===== src/rtl/ram_arbiter_2x_if.sv =====
`default_nettype none
// +--------------------------------------------------------------------+
// | ram_arbiter_2x_if : two-client request bus plus the RAM port side.  |
// | Rev 1.0                                                             |
// +--------------------------------------------------------------------+
interface ram_arbiter_2x_if #(
  parameter int RAM_WIDTH  = 8,
  parameter int ADDR_WIDTH = 4
);
  logic                  c0_req;
  logic                  c0_we;
  logic [ADDR_WIDTH-1:0] c0_addr;
  logic [RAM_WIDTH-1:0]  c0_wdata;
  logic                  c0_gnt;
  logic                  c0_rvalid;
  logic [RAM_WIDTH-1:0]  c0_rdata;

  logic                  c1_req;
  logic                  c1_we;
  logic [ADDR_WIDTH-1:0] c1_addr;
  logic [RAM_WIDTH-1:0]  c1_wdata;
  logic                  c1_gnt;
  logic                  c1_rvalid;
  logic [RAM_WIDTH-1:0]  c1_rdata;

  logic                  wr_enb;
  logic [ADDR_WIDTH-1:0] wr_addr;
  logic [RAM_WIDTH-1:0]  data_in;
  logic                  rd_enb;
  logic [ADDR_WIDTH-1:0] rd_addr;
  logic [RAM_WIDTH-1:0]  data_out;

  modport slave (
    input  c0_req, c0_we, c0_addr, c0_wdata,
    input  c1_req, c1_we, c1_addr, c1_wdata,
    input  data_out,
    output c0_gnt, c0_rvalid, c0_rdata,
    output c1_gnt, c1_rvalid, c1_rdata,
    output wr_enb, wr_addr, data_in, rd_enb, rd_addr
  );

  modport master (
    output c0_req, c0_we, c0_addr, c0_wdata,
    output c1_req, c1_we, c1_addr, c1_wdata,
    output data_out,
    input  c0_gnt, c0_rvalid, c0_rdata,
    input  c1_gnt, c1_rvalid, c1_rdata,
    input  wr_enb, wr_addr, data_in, rd_enb, rd_addr
  );
endinterface
`default_nettype wire


===== src/rtl/ram_arbiter_2x.sv =====
`default_nettype none
// +--------------------------------------------------------------------+
// | ram_arbiter_2x : round-robin write/read arbiter for two RAM clients.|
// | Rev 1.0                                                             |
// +--------------------------------------------------------------------+
module ram_arbiter_2x #(
  parameter int RAM_WIDTH  = 8,
  parameter int RAM_DEPTH  = 16,
  parameter int ADDR_WIDTH = 4
) (
  input  wire logic       clk,
  input  wire logic       rst,
  ram_arbiter_2x_if.slave bus
);

  generate
    if (RAM_DEPTH != (1 << ADDR_WIDTH)) begin : g_depth_mismatch
      $error("RAM_DEPTH must equal 2**ADDR_WIDTH");
    end
  endgenerate

  logic                  r_wr_prio;
  logic                  r_rd_prio;
  logic                  r_rd_tag1;
  logic                  r_rd_vld2;
  logic                  r_rd_tag2;

  logic                  w_wr0, w_wr1, w_rd0, w_rd1;
  logic                  w_wr_gnt0, w_wr_gnt1, w_wr_any;
  logic                  w_rd_win0, w_rd_win1;
  logic                  w_rd_gnt0, w_rd_gnt1, w_rd_any;
  logic                  w_hazard;
  logic [ADDR_WIDTH-1:0] w_wr_addr;
  logic [ADDR_WIDTH-1:0] w_rd_addr;
  logic [RAM_WIDTH-1:0]  w_wr_data;

  assign w_wr0 = bus.c0_req &  bus.c0_we;
  assign w_wr1 = bus.c1_req &  bus.c1_we;
  assign w_rd0 = bus.c0_req & ~bus.c0_we;
  assign w_rd1 = bus.c1_req & ~bus.c1_we;

  // Priority bit set means client 1 wins a contested channel.
  assign w_wr_gnt0 = rst & w_wr0 & (~w_wr1 | ~r_wr_prio);
  assign w_wr_gnt1 = rst & w_wr1 & (~w_wr0 |  r_wr_prio);
  assign w_rd_win0 = rst & w_rd0 & (~w_rd1 | ~r_rd_prio);
  assign w_rd_win1 = rst & w_rd1 & (~w_rd0 |  r_rd_prio);

  assign w_wr_any  = w_wr_gnt0 | w_wr_gnt1;
  assign w_wr_addr = w_wr_gnt1 ? bus.c1_addr  : bus.c0_addr;
  assign w_wr_data = w_wr_gnt1 ? bus.c1_wdata : bus.c0_wdata;
  assign w_rd_addr = w_rd_win1 ? bus.c1_addr  : bus.c0_addr;

  // A same-cycle read of the address being written waits one cycle.
  assign w_hazard  = w_wr_any & (w_rd_win0 | w_rd_win1) & (w_wr_addr == w_rd_addr);
  assign w_rd_gnt0 = w_rd_win0 & ~w_hazard;
  assign w_rd_gnt1 = w_rd_win1 & ~w_hazard;
  assign w_rd_any  = w_rd_gnt0 | w_rd_gnt1;

  assign bus.c0_gnt = w_wr_gnt0 | w_rd_gnt0;
  assign bus.c1_gnt = w_wr_gnt1 | w_rd_gnt1;

  always_ff @(posedge clk or negedge rst) begin
    if (!rst) begin
      r_wr_prio     <= 1'b0;
      r_rd_prio     <= 1'b0;
      r_rd_tag1     <= 1'b0;
      r_rd_vld2     <= 1'b0;
      r_rd_tag2     <= 1'b0;
      bus.wr_enb    <= 1'b0;
      bus.wr_addr   <= '0;
      bus.data_in   <= '0;
      bus.rd_enb    <= 1'b0;
      bus.rd_addr   <= '0;
      bus.c0_rvalid <= 1'b0;
      bus.c1_rvalid <= 1'b0;
      bus.c0_rdata  <= '0;
      bus.c1_rdata  <= '0;
    end else begin
      bus.wr_enb <= w_wr_any;
      if (w_wr_any) begin
        bus.wr_addr <= w_wr_addr;
        bus.data_in <= w_wr_data;
        r_wr_prio   <= w_wr_gnt0;
      end

      bus.rd_enb <= w_rd_any;
      if (w_rd_any) begin
        bus.rd_addr <= w_rd_addr;
        r_rd_prio   <= w_rd_gnt0;
      end

      // Client tag travels alongside rd_enb until data_out is captured.
      r_rd_tag1     <= w_rd_gnt1;
      r_rd_vld2     <= bus.rd_enb;
      r_rd_tag2     <= r_rd_tag1;
      bus.c0_rvalid <= r_rd_vld2 & ~r_rd_tag2;
      bus.c1_rvalid <= r_rd_vld2 &  r_rd_tag2;
      if (r_rd_vld2 && !r_rd_tag2) bus.c0_rdata <= bus.data_out;
      if (r_rd_vld2 &&  r_rd_tag2) bus.c1_rdata <= bus.data_out;
    end
  end

endmodule
`default_nettype wire


===== src/flat_wrapper.sv =====
// flat-port wrapper written by rule: the top's interface ports become plain ports
module ram_arbiter_2x_flat 
#(
  parameter int RAM_WIDTH  = 8,
  parameter int RAM_DEPTH  = 16,
  parameter int ADDR_WIDTH = 4
)
  (clk, rst, bus_c0_req, bus_c0_we, bus_c0_addr, bus_c0_wdata, bus_c1_req, bus_c1_we, bus_c1_addr, bus_c1_wdata, bus_data_out, bus_c0_gnt, bus_c0_rvalid, bus_c0_rdata, bus_c1_gnt, bus_c1_rvalid, bus_c1_rdata, bus_wr_enb, bus_wr_addr, bus_data_in, bus_rd_enb, bus_rd_addr);
  ram_arbiter_2x_if #(.RAM_WIDTH(RAM_WIDTH), .ADDR_WIDTH(ADDR_WIDTH)) bus_i ();
  input  wire logic clk;
  input  wire logic rst;
  input wire logic [$bits(bus_i.c0_req)-1:0] bus_c0_req;
  input wire logic [$bits(bus_i.c0_we)-1:0] bus_c0_we;
  input wire logic [$bits(bus_i.c0_addr)-1:0] bus_c0_addr;
  input wire logic [$bits(bus_i.c0_wdata)-1:0] bus_c0_wdata;
  input wire logic [$bits(bus_i.c1_req)-1:0] bus_c1_req;
  input wire logic [$bits(bus_i.c1_we)-1:0] bus_c1_we;
  input wire logic [$bits(bus_i.c1_addr)-1:0] bus_c1_addr;
  input wire logic [$bits(bus_i.c1_wdata)-1:0] bus_c1_wdata;
  input wire logic [$bits(bus_i.data_out)-1:0] bus_data_out;
  output wire logic [$bits(bus_i.c0_gnt)-1:0] bus_c0_gnt;
  output wire logic [$bits(bus_i.c0_rvalid)-1:0] bus_c0_rvalid;
  output wire logic [$bits(bus_i.c0_rdata)-1:0] bus_c0_rdata;
  output wire logic [$bits(bus_i.c1_gnt)-1:0] bus_c1_gnt;
  output wire logic [$bits(bus_i.c1_rvalid)-1:0] bus_c1_rvalid;
  output wire logic [$bits(bus_i.c1_rdata)-1:0] bus_c1_rdata;
  output wire logic [$bits(bus_i.wr_enb)-1:0] bus_wr_enb;
  output wire logic [$bits(bus_i.wr_addr)-1:0] bus_wr_addr;
  output wire logic [$bits(bus_i.data_in)-1:0] bus_data_in;
  output wire logic [$bits(bus_i.rd_enb)-1:0] bus_rd_enb;
  output wire logic [$bits(bus_i.rd_addr)-1:0] bus_rd_addr;
  assign bus_i.c0_req = bus_c0_req;
  assign bus_i.c0_we = bus_c0_we;
  assign bus_i.c0_addr = bus_c0_addr;
  assign bus_i.c0_wdata = bus_c0_wdata;
  assign bus_i.c1_req = bus_c1_req;
  assign bus_i.c1_we = bus_c1_we;
  assign bus_i.c1_addr = bus_c1_addr;
  assign bus_i.c1_wdata = bus_c1_wdata;
  assign bus_i.data_out = bus_data_out;
  assign bus_c0_gnt = bus_i.c0_gnt;
  assign bus_c0_rvalid = bus_i.c0_rvalid;
  assign bus_c0_rdata = bus_i.c0_rdata;
  assign bus_c1_gnt = bus_i.c1_gnt;
  assign bus_c1_rvalid = bus_i.c1_rvalid;
  assign bus_c1_rdata = bus_i.c1_rdata;
  assign bus_wr_enb = bus_i.wr_enb;
  assign bus_wr_addr = bus_i.wr_addr;
  assign bus_data_in = bus_i.data_in;
  assign bus_rd_enb = bus_i.rd_enb;
  assign bus_rd_addr = bus_i.rd_addr;
  ram_arbiter_2x #(.RAM_WIDTH(RAM_WIDTH), .RAM_DEPTH(RAM_DEPTH), .ADDR_WIDTH(ADDR_WIDTH)) u_core (.clk(clk), .rst(rst), .bus(bus_i));
endmodule

===== config.mk =====
export PLATFORM = sky130hd
export DESIGN_NAME = ram_arbiter_2x_flat
export DESIGN_NICKNAME = d
export VERILOG_FILES = /design/src/rtl/ram_arbiter_2x_if.sv /design/src/rtl/ram_arbiter_2x.sv /design/src/flat_wrapper.sv
export SDC_FILE = /design/constraint.sdc
export NUM_CORES = 1
export LEC_CHECK = 0
export BUFFER_PORTS_ARGS = -buffer_cell sky130_fd_sc_hd__buf_2
export CAP_MARGIN = 10
export CORE_ASPECT_RATIO = 0.7
export CORE_UTILIZATION = 40
export DETAILED_ROUTE_END_ITERATION = 12
export GPL_ROUTABILITY_DRIVEN = 0
export PLACE_DENSITY = 0.75
export SYNTH_ARGS = -nofsm -noshare
export SYNTH_HDL_FRONTEND = slang
export SYNTH_SLANG_ARGS = --single-unit

===== constraint.sdc =====
create_clock -name clk -period 1.9 [get_ports clk]
set_input_delay 0.095 -clock clk [delete_from_list [all_inputs] [get_ports clk]]
set_output_delay 0.095 -clock clk [all_outputs]
set_load 0.01 [all_outputs]

==> metrics.txt <==
synthesis-stage register bit count 41; final non-filler cell total 281; final worst-path cycle share 89.4%; Synth top area share 57.7%; crit path kind register to output port; Power Dens Cells between 1000 and 1500 mW/mm^2; Worst-Margin Slew ~400 ps; clock skew 8.24 ps; min-delay src bus_data_out[1]; most frequent cell after synthesis dfrtp_1; die footprint about 0.0047 mm^2; CP Max Fanout 14; Routed Wire Length 3760 um; TritonCTS buffer count 5; n_diodes 0; number of setup violations in the final report 0; initial antenna violation count 0; number of synthesized flops with an enable pin 0; mux cell area share after synthesis 17.5%; CTS Root Cell clkbuf_8; sequential fraction of the synthesis area 57.7%; maximum vdd drop between 0.0005 and 0.0006 V; number of remaining DRC errors 0; WP buf/inv 2; Hold Crit Class primary input to register; Critical Path Source Type register; placed insts 270; DR vias/cell around 4.8; Iteration-0 DRC Markers 43; core area about 0.004 mm^2; Final min period ~1700 ps; RR Startpoint u_core.r_rd_prio$_DFFE_PN0P_; adder-cell share of the synthesized area 0%; grt ovf 0; dominant cells by area after synthesis dfrtp_1 (58%), mux2_2 (15%), nor2_1 (4.2%); Data arrival, critical path roughly 1600 ps; first-pass GRT wire length 6090 um; CTS tree yes; CP required ~1800 ps; Max Slew Vio Count 0; xor/xnor share of the synthesized area between 2 and 2.5%; instance count of the mapped netlist 144; Max-Cap Viols 0; largest family of logic cells by synthesized area multiplexers; Clk pwr share approximately 30%; Die H ~58 um; LEAKAGE 0.00118 uW; I/O pins 76; Clock Latency Late Sink 290 ps; Tot GR Track Use 17.6%; Die Wd 81.7 um; status completed; Initial Utilization 43.5%; most frequent CP cell a21oi_1; RSZ-0062 raised after global routing no; Area growth, synth to finish 33.8%; Row Count 19; FMAX roughly 0.6 GHz; share of layout cells above drive strength 1 51.5%; CP top delay family compound AO/OA/AOI/OAI gates; Critical Path Source u_core.r_wr_prio$_DFFE_PN0P_; maximum root-to-sink buffer count 2; Critical Path, Cell by Cell o21bai_4 -> buf_4 -> a21oi_1 -> a21oi_1 -> o21ai_0 -> buf_2; Synth Warn # 0; Post-Syn Area per Cell 12.3 um^2; Final Hold Vio Count 0; via count 1,358; WL per Instance 13.4 um; Clock transition at path regs 80 ps; Compound-Gate Fraction of Synth Area 11.2%; NumNets Final roughly 270; largest net degree at the start of global routing 37; Mapped Area approximately 0.0018 mm^2; Port Buffers between 70 and 80; CTS H-tree lvls 2; sequential power share 46.7%; crit-path max cell delay about 440 ps; combinational share of power 23.5%; DR pass1 iterations 4; post-synthesis simple-gate area fraction 9.15%; crit path max-delay cell type dfrtp_1; Resized Gates After CTS 0; asr flop ratio synth between 90% and 100%; CP endpoint kind output port; Cell Int Power 1760 uW; Slew headroom 72.6%; dpl hpwl 2830 um; Top FF cell, synth dfrtp_1; DRT antenna net count 0; commonest cells in the synthesized netlist dfrtp_1 (41), mux2_2 (24), nor2_1 (20), o22ai_1 (8), a21oi_1 (6); Num Clock Sinks 41; total negative setup slack 0 ps; P_sw 669 uW; cell taking the most area after synthesis dfrtp_1; vias in the first global route 1,306; switching share of power about 28%; Synth Net Count 182; Netlist cell types 27
## power groups by stage
stage	clock, uW	combinational, uW	sequential, uW
floorplan	0	218	1220
global placement	0	556	1150
detailed placement	0	565	1150
CTS	741	576	1130
global route	788	623	1160
finish	723	569	1130
## kinds of logic after synthesis
| family | count (synthesis) |
|---|---|
| compound gates | 28 |
| xor+xnor | 5 |
| buf+inv | 7 |
| flops | 41 |
| mux | 28 |
| simple gates | 35 |
## state kept, by name (all words and copies together), names as in the netlist
| name | count |
|---|---|
| u_core.bus.c0_rdata | 8 |
| u_core.bus.c0_rvalid | 1 |
| u_core.bus.c1_rdata | 8 |
| u_core.bus.c1_rvalid | 1 |
| u_core.bus.data_in | 8 |
| u_core.bus.rd_addr | 4 |
| u_core.bus.rd_enb | 1 |
| u_core.bus.wr_addr | 4 |
| u_core.bus.wr_enb | 1 |
| u_core.r_rd_prio | 1 |
| u_core.r_rd_tag1 | 1 |
| u_core.r_rd_tag2 | 1 |
| u_core.r_rd_vld2 | 1 |
| u_core.r_wr_prio | 1 |
## worst reg2reg max path: stages (launching register included)
cell	delay, ps
dfrtp_1	430
o21ai_2	180
buf_4	170
mux2_2	350
mux2_2	260
## path summary, 6_finish.rpt
path                                                           end  slack, ps  depth (start not counted)
worst max-delay path                                    bus_c0_gnt        200                          6
max in group asynchronous              u_core.bus.wr_enb$_DFF_PN0_       1220                          4
worst min-delay path            u_core.bus.c0_rdata[1]$_DFFE_PN0P_         40                          2
worst max register to register   u_core.bus.rd_addr[3]$_DFFE_PN0P_        400                          4
min in group asynchronous             u_core.r_rd_prio$_DFFE_PN0P_        270                          2
worst min register to register          u_core.r_rd_tag2$_DFF_PN0_        380                          0
## layout by cell type (no fill, tap or decap), types with 2 or more instances in the layout
master	count
nand3_1	2
nor2_1	20
dfrtp_1	41
clkbuf_8	6
mux2_2	24
a21o_1	2
nand2b_1	3
nand2_1	5
xor2_1	5
o22ai_1	8
buf_2	75
dlygate4sd3_1	2
a21oi_1	6
o21ai_0	5
mux2i_1	4
nor2b_1	2
buf_4	4
inv_1	2
## through the flow
step	worst slack, ps	hold slack (ps)	util (%)	power, uW	instance area, um^2
3_5_place_dp	358	-45.8	54.3	1720	2220
5_1_grt	85.2	26.2	58.2	2570	2380
4_1_cts	199	37.8	58.2	2450	2380
3_3_place_gp	394	-50.2	54.3	1700	2220
2_1_floorplan	510	-201	-	1440	1780
6_report	201	44.7	58.2	2420	2380
## final cells by class
class,instances,area (um^2)
timing repair buffer,82,445
clock inverter,2,37.5
tap,52,65.1
inverter,2,7.51
fill,386,1710
sequential,41,1030
clock buffer,6,82.6
multi-input combinational,96,716
## metal layers
metal	vias up	part of all wire (%)	global-route usage (%)	wire, um
met5	-	0	0	0
met4	0	0.72	5.26	27
met3	2	4.8	5.67	179
met2	35	45	26.5	1690
met1	645	49	24.4	1860
li1	676	-	-	-
## repair_timing
item                       4_1_cts  5_1_grt
buffers inserted                 0        0
setup endpoints to repair        0        0
hold buffers                     3        0
hold endpoints to repair         5        0
(Power assumes the default switching activity.)
